==> config.mk <==
export PLATFORM = sky130hd
export DESIGN_NAME = mem_write_buffer
export DESIGN_NICKNAME = d
export VERILOG_FILES = /design/src/rtl/mem_write_buffer.sv
export SDC_FILE = /design/constraint.sdc
export NUM_CORES = 1
export LEC_CHECK = 0
export CAP_MARGIN = 20
export CORE_MARGIN = 2
export CORE_UTILIZATION = 60
export DETAILED_ROUTE_END_ITERATION = 6
export DONT_BUFFER_PORTS = 1
export PLACE_DENSITY = 0.76
export SETUP_SLACK_MARGIN = 0.5
export SYNTH_ARGS = -nofsm -noshare
export SYNTH_HDL_FRONTEND = slang
export SYNTH_SLANG_ARGS = --single-unit
export TNS_END_PERCENT = 50
==> constraint.sdc <==
create_clock -name clock -period 4.4 [get_ports clock]
set_clock_uncertainty 0.2 [all_clocks]
set_input_delay 0.88 -clock clock [delete_from_list [all_inputs] [get_ports clock]]
set_output_delay 0.88 -clock clock [all_outputs]
set_load 0.02 [all_outputs]
==> src/rtl/mem_write_buffer.sv <==
// Posted write buffer: cache writes are acknowledged once queued and drained to
// memory in the background. Queued words forward to reads, and read misses bypass the queue.
module mem_write_buffer #(
  parameter int DEPTH = 4,
  parameter int PTR_W = 2
) (
  input  logic        clock,
  input  logic        resetn,
  input  logic [31:0] c_a,
  input  logic [31:0] c_st_data,
  input  logic        c_access,
  input  logic        c_write,
  output logic [31:0] c_data,
  output logic        c_ready,
  output logic [31:0] m_a,
  output logic [31:0] m_st_data,
  output logic        m_access,
  output logic        m_write,
  input  logic [31:0] m_data,
  input  logic        m_ready,
  output logic        wb_empty
);

  typedef enum logic [1:0] {
    ST_IDLE,
    ST_WR,
    ST_RD
  } state_e;

  localparam logic [PTR_W:0]   DEPTH_C = (PTR_W+1)'(DEPTH);
  localparam logic [PTR_W:0]   ONE_CNT = (PTR_W+1)'(1);
  localparam logic [PTR_W-1:0] ONE_PTR = PTR_W'(1);

  state_e            state_q, state_d;
  logic [PTR_W-1:0]  head_q, head_d;
  logic [PTR_W-1:0]  tail_q, tail_d;
  logic [PTR_W:0]    count_q, count_d;
  logic              rd_pending_q, rd_pending_d;
  logic [31:0]       rd_addr_q, rd_addr_d;
  logic              c_ready_q, c_ready_d;
  logic [31:0]       c_data_q, c_data_d;
  logic              m_access_q, m_access_d;
  logic              m_write_q, m_write_d;
  logic [31:0]       m_a_q, m_a_d;
  logic [31:0]       m_st_data_q, m_st_data_d;

  logic [31:0]       addr_mem [DEPTH];
  logic [31:0]       data_mem [DEPTH];

  logic              accept;
  logic              push;
  logic              pop;
  logic              fwd_hit;
  logic [31:0]       fwd_data;

  // Scan oldest to youngest so the last matching entry overrides earlier ones.
  always_comb begin
    fwd_hit  = 1'b0;
    fwd_data = '0;
    for (int k = 0; k < DEPTH; k++) begin
      if (((PTR_W+1)'(k) < count_q) &&
          (addr_mem[head_q + PTR_W'(k)][31:2] == c_a[31:2])) begin
        fwd_hit  = 1'b1;
        fwd_data = data_mem[head_q + PTR_W'(k)];
      end
    end
  end

  // NOTE: every signal gets a default before any branch, so no latches can be inferred.
  always_comb begin
    state_d      = state_q;
    head_d       = head_q;
    tail_d       = tail_q;
    count_d      = count_q;
    rd_pending_d = rd_pending_q;
    rd_addr_d    = rd_addr_q;
    c_ready_d    = 1'b0;
    c_data_d     = c_data_q;
    m_access_d   = m_access_q;
    m_write_d    = m_write_q;
    m_a_d        = m_a_q;
    m_st_data_d  = m_st_data_q;
    push         = 1'b0;
    pop          = 1'b0;

    // A cycle with c_ready high is the ack of the previous request and never re-accepts it.
    accept = c_access && !c_ready_q && !rd_pending_q;

    if (accept) begin
      if (c_write) begin
        if (count_q != DEPTH_C) begin
          push      = 1'b1;
          c_ready_d = 1'b1;
        end
      end else if (fwd_hit) begin
        c_data_d  = fwd_data;
        c_ready_d = 1'b1;
      end else begin
        rd_pending_d = 1'b1;
        rd_addr_d    = c_a;
      end
    end

    case (state_q)
      ST_IDLE: begin
        if (rd_pending_q) begin
          state_d    = ST_RD;
          m_access_d = 1'b1;
          m_write_d  = 1'b0;
          m_a_d      = rd_addr_q;
        end else if (count_q != '0) begin
          state_d     = ST_WR;
          m_access_d  = 1'b1;
          m_write_d   = 1'b1;
          m_a_d       = addr_mem[head_q];
          m_st_data_d = data_mem[head_q];
        end
      end
      ST_WR: begin
        if (m_ready) begin
          pop        = 1'b1;
          m_access_d = 1'b0;
          m_write_d  = 1'b0;
          state_d    = ST_IDLE;
        end
      end
      ST_RD: begin
        if (m_ready) begin
          c_data_d     = m_data;
          c_ready_d    = 1'b1;
          rd_pending_d = 1'b0;
          m_access_d   = 1'b0;
          state_d      = ST_IDLE;
        end
      end
      default: state_d = ST_IDLE;
    endcase

    if (push) tail_d = tail_q + ONE_PTR;
    if (pop)  head_d = head_q + ONE_PTR;
    case ({push, pop})
      2'b10:   count_d = count_q + ONE_CNT;
      2'b01:   count_d = count_q - ONE_CNT;
      default: count_d = count_q;
    endcase
  end

  // NOTE: sequential state is written only with non-blocking assignments.
  always_ff @(posedge clock or negedge resetn) begin
    if (!resetn) begin
      state_q <= ST_IDLE;
    end else begin
      state_q <= state_d;
    end
  end

  always_ff @(posedge clock or negedge resetn) begin
    if (!resetn) begin
      head_q       <= '0;
      tail_q       <= '0;
      count_q      <= '0;
      rd_pending_q <= 1'b0;
      rd_addr_q    <= '0;
      c_ready_q    <= 1'b0;
      c_data_q     <= '0;
      m_access_q   <= 1'b0;
      m_write_q    <= 1'b0;
      m_a_q        <= '0;
      m_st_data_q  <= '0;
    end else begin
      head_q       <= head_d;
      tail_q       <= tail_d;
      count_q      <= count_d;
      rd_pending_q <= rd_pending_d;
      rd_addr_q    <= rd_addr_d;
      c_ready_q    <= c_ready_d;
      c_data_q     <= c_data_d;
      m_access_q   <= m_access_d;
      m_write_q    <= m_write_d;
      m_a_q        <= m_a_d;
      m_st_data_q  <= m_st_data_d;
    end
  end

  // NOTE: entry storage has no reset; count_q alone decides which slots are valid.
  always_ff @(posedge clock) begin
    if (push) begin
      addr_mem[tail_q] <= c_a;
      data_mem[tail_q] <= c_st_data;
    end
  end

  assign c_ready   = c_ready_q;
  assign c_data    = c_data_q;
  assign m_access  = m_access_q;
  assign m_write   = m_write_q;
  assign m_a       = m_a_q;
  assign m_st_data = m_st_data_q;
  assign wb_empty  = (count_q == '0) && (state_q != ST_WR);

endmodule

==> impl_results.md <==
- Status: finished with violations
- Failing checks: hold timing
- Hold Fails Final Rpt: 141
- Synth unique cells: 74
- FF+latch count, synth: roughly 400
- Via density: between 6 and 7
- Hold WS: -0.183 ns
- Clk slew on worst S/H paths: 0.06 ns
- Power Dens Cells: 659 nW/µm²
- Die height: approximately 200 µm
- Min Clock Period, post-route: 3.82 ns
- Dominant cell type by area after synthesis: edfxtp_1
- Synth Cell Area: roughly 23000 µm²
- Final std cells w/o fill: 2298
- First-pass GRT wire length: 93200 µm
- Fmax: 262 MHz
- Layout Nets: 1870
- Ys Warns: 0
- Die width: just under 200 µm
- Max clock buf depth: 3
- Worst-Skew Late Latency: 0.58 ns
- Startpoint Class: flop
- Total routed wirelength: around 60000 µm
- Slew @ Worst Pin: about 1 ns
- Port Buffers: 0
- Vias in the first global route: 15500
- Worst min path class: input port to asynchronous set/reset pin
- DP HPWL: 41000 µm
- Routed WL per cell: 26.8 µm
- Relative slew slack: 33.5%
- Number of antenna-violating nets in the routed design: 0
- Gpl congestion: 0.979
- Layout cells sized above 1: 20.0%
- DR vias: 15800
- # DRC: 0
- Gr ovfl total: 0
- Largest net degree at the start of global routing: 142
- Synth-to-Final Area Change: 8.27%
- Crit Path Class: flop to flop
- Initial drt markers: around 1900
- Pins over their slew limit: 0
- CP Data Arrival Time: 4.10 ns
- Area contributors post-synth: edfxtp_1 (34%), dfrtp_1 (15%), mux2i_1 (11%)
- CP Capture Type: flop
- Worst Path Required: 4.68 ns
- CTS sink count: 397
- Cell area after layout: 24700 µm²
- Die ar.: 39600 µm²
- Reg area: approximately 11000 µm²
- Fin crit share: 86.7%
- Initial Util: roughly three fifths
- Total negative slack: 0 ns
- Initial antenna violation count: 1
- Crit-path max FO: 28
- Multi-input gate area: 10700 µm²
- VDD IR max: 0.464 mV
- Top cell type's share of synthesized area: roughly a third
- EDFF count, synth: 256
- CTS tree: done
- Pleak: 0.00885 µW
- Share of the yosys chip area belonging to registers: 49.2%
- Clk root buf: clkbuf_16
- N_diodes: 0
- Post-Syn Area per Cell: 12.5 µm²
- Cell with the most instances after synthesis: edfxtp_1
- All-layer global routing usage: 31.2%
- Pre-antenna DRT Iters: 6
- Unrepaired setup endpoints after global routing: true
- Primary FF master, synth: edfxtp_1
- # IOs: 201
- Post-synthesis cell count: 1820
- Max Cap Violations: 0
- Synth Net Count: 1934
- Final setup violation count: 0
- Core Area: roughly 38000 µm²
- H-tree depth: 2
- Post-synth top cells: edfxtp_1 (256), mux2i_1 (252), nand2_1 (176)
- Row count: 71
- CTS Buf Count: 42
- Final Total Pwr: 16300 µW
- Ys async rst share: between 30% and 40%
- Post-DP Area: around 23000 µm²
- Inst Count DP: approximately 2200
- FILL cells: approximately 2700
[state kept, by name, indices dropped and copies added, names as in the netlist]
register	flops
rd_pending_q	1
m_write	1
data_mem	128
state_q	2
count_q	3
tail_q	2
m_a	32
addr_mem	128
m_access	1
m_st_data	32
rd_addr_q	32
head_q	2
c_ready	1
c_data	32
[cells in the final DEF (no fill, tap or decap), types with 37 or more instances in the layout]
cell type  instances
dfrtp_1          138
clkbuf_16         43
mux2_2            78
mux2i_1          243
mux4_2            58
nor2_1            46
xnor2_1          102
edfxtp_1         256
nand2_1          175
o21ai_0          147
a211oi_1          37
[metal layers]
metal	share of wire [%]	vias up	global-route usage, %	routed length (µm)
li1	-	6868	-	-
met1	41	7896	44.8	25300
met2	44	934	46.5	27300
met3	12	138	8.97	7300
met4	2.6	2	8.90	1610
met5	0.021	-	0	13
[worst paths after layout]
kind / slack [ns] / to / depth (start not counted) / from
setup / recovery: 0.58 / c_data[14] / 12 / head_q[1]
hold / removal: -0.18 / c_data[25] / 0 / resetn
setup reg to reg: 0.58 / c_data[14] / 12 / head_q[1]
hold reg to reg: 0.29 / rd_addr_q[13] / 1 / rd_addr_q[13]
max in group asynchronous: 3.96 / rd_pending_q / 0 / resetn
min in group clock: 0.19 / addr_mem[2][7] / 0 / c_a[7]
[where the power goes]
group / switching [µW] / internal [µW] / total (µW)
Combinational: 3830 / 2920 / 6750
Sequential: 1180 / 4830 / 6010
Clock: 1490 / 2030 / 3510
[worst max-delay path, cell delays in order (launching register included)]
cell and delay [ns]:
dfrtp_4 0.54, buf_12 0.24, buf_4 0.20, mux4_2 0.51
xnor2_1 0.16, nand4_1 0.15, nor4_2 0.33, buf_4 0.18
nand2b_2 0.20, o21ai_4 0.24, o211a_2 0.25, buf_8 0.25
mux2i_1 0.24
[per-stage QoR]
stage | util [%] | worst slack [ns] | hold WS [ns]
after CTS | 65.5 | 0.472 | -0.208
after global routing | 65.7 | 0.475 | -0.204
after global placement | 61.6 | 0.397 | 0.269
after floorplan | - | 0.762 | 0.258
after detailed placement | 61.7 | 0.351 | 0.279
final | 65.7 | 0.584 | -0.183
[what timing repair did]
action | 4_1_cts | 5_1_grt
endpoints found under the hold margin | 141 | 141
pin swaps | 0 | 1
endpoints found under the setup margin | 64 | 65
gates resized for setup | 2 | 27
cloned | 0 | 0
setup buffers | 7 | 0
[cell families after synthesis]
group,Yosys count,synth area share (%)
buf+inv,187,4.39
xor+xnor,119,4.57
fa+ha+maj,13,0.713
flops,397,49.2
compound gates,387,12.6
mux,419,22.6
simple gates,298,5.91
[final cells by class]
cell class | instances | area share, %
timing repair buffer | 61 | 2.88
tap | 511 | 2.59
inverter | 18 | 0.284
clock buffer | 57 | 4.85
multi-input combinational | 1236 | 43.4
sequential | 397 | 45.4
clock inverter | 18 | 0.593
Power figures use the tool's default switching activity.
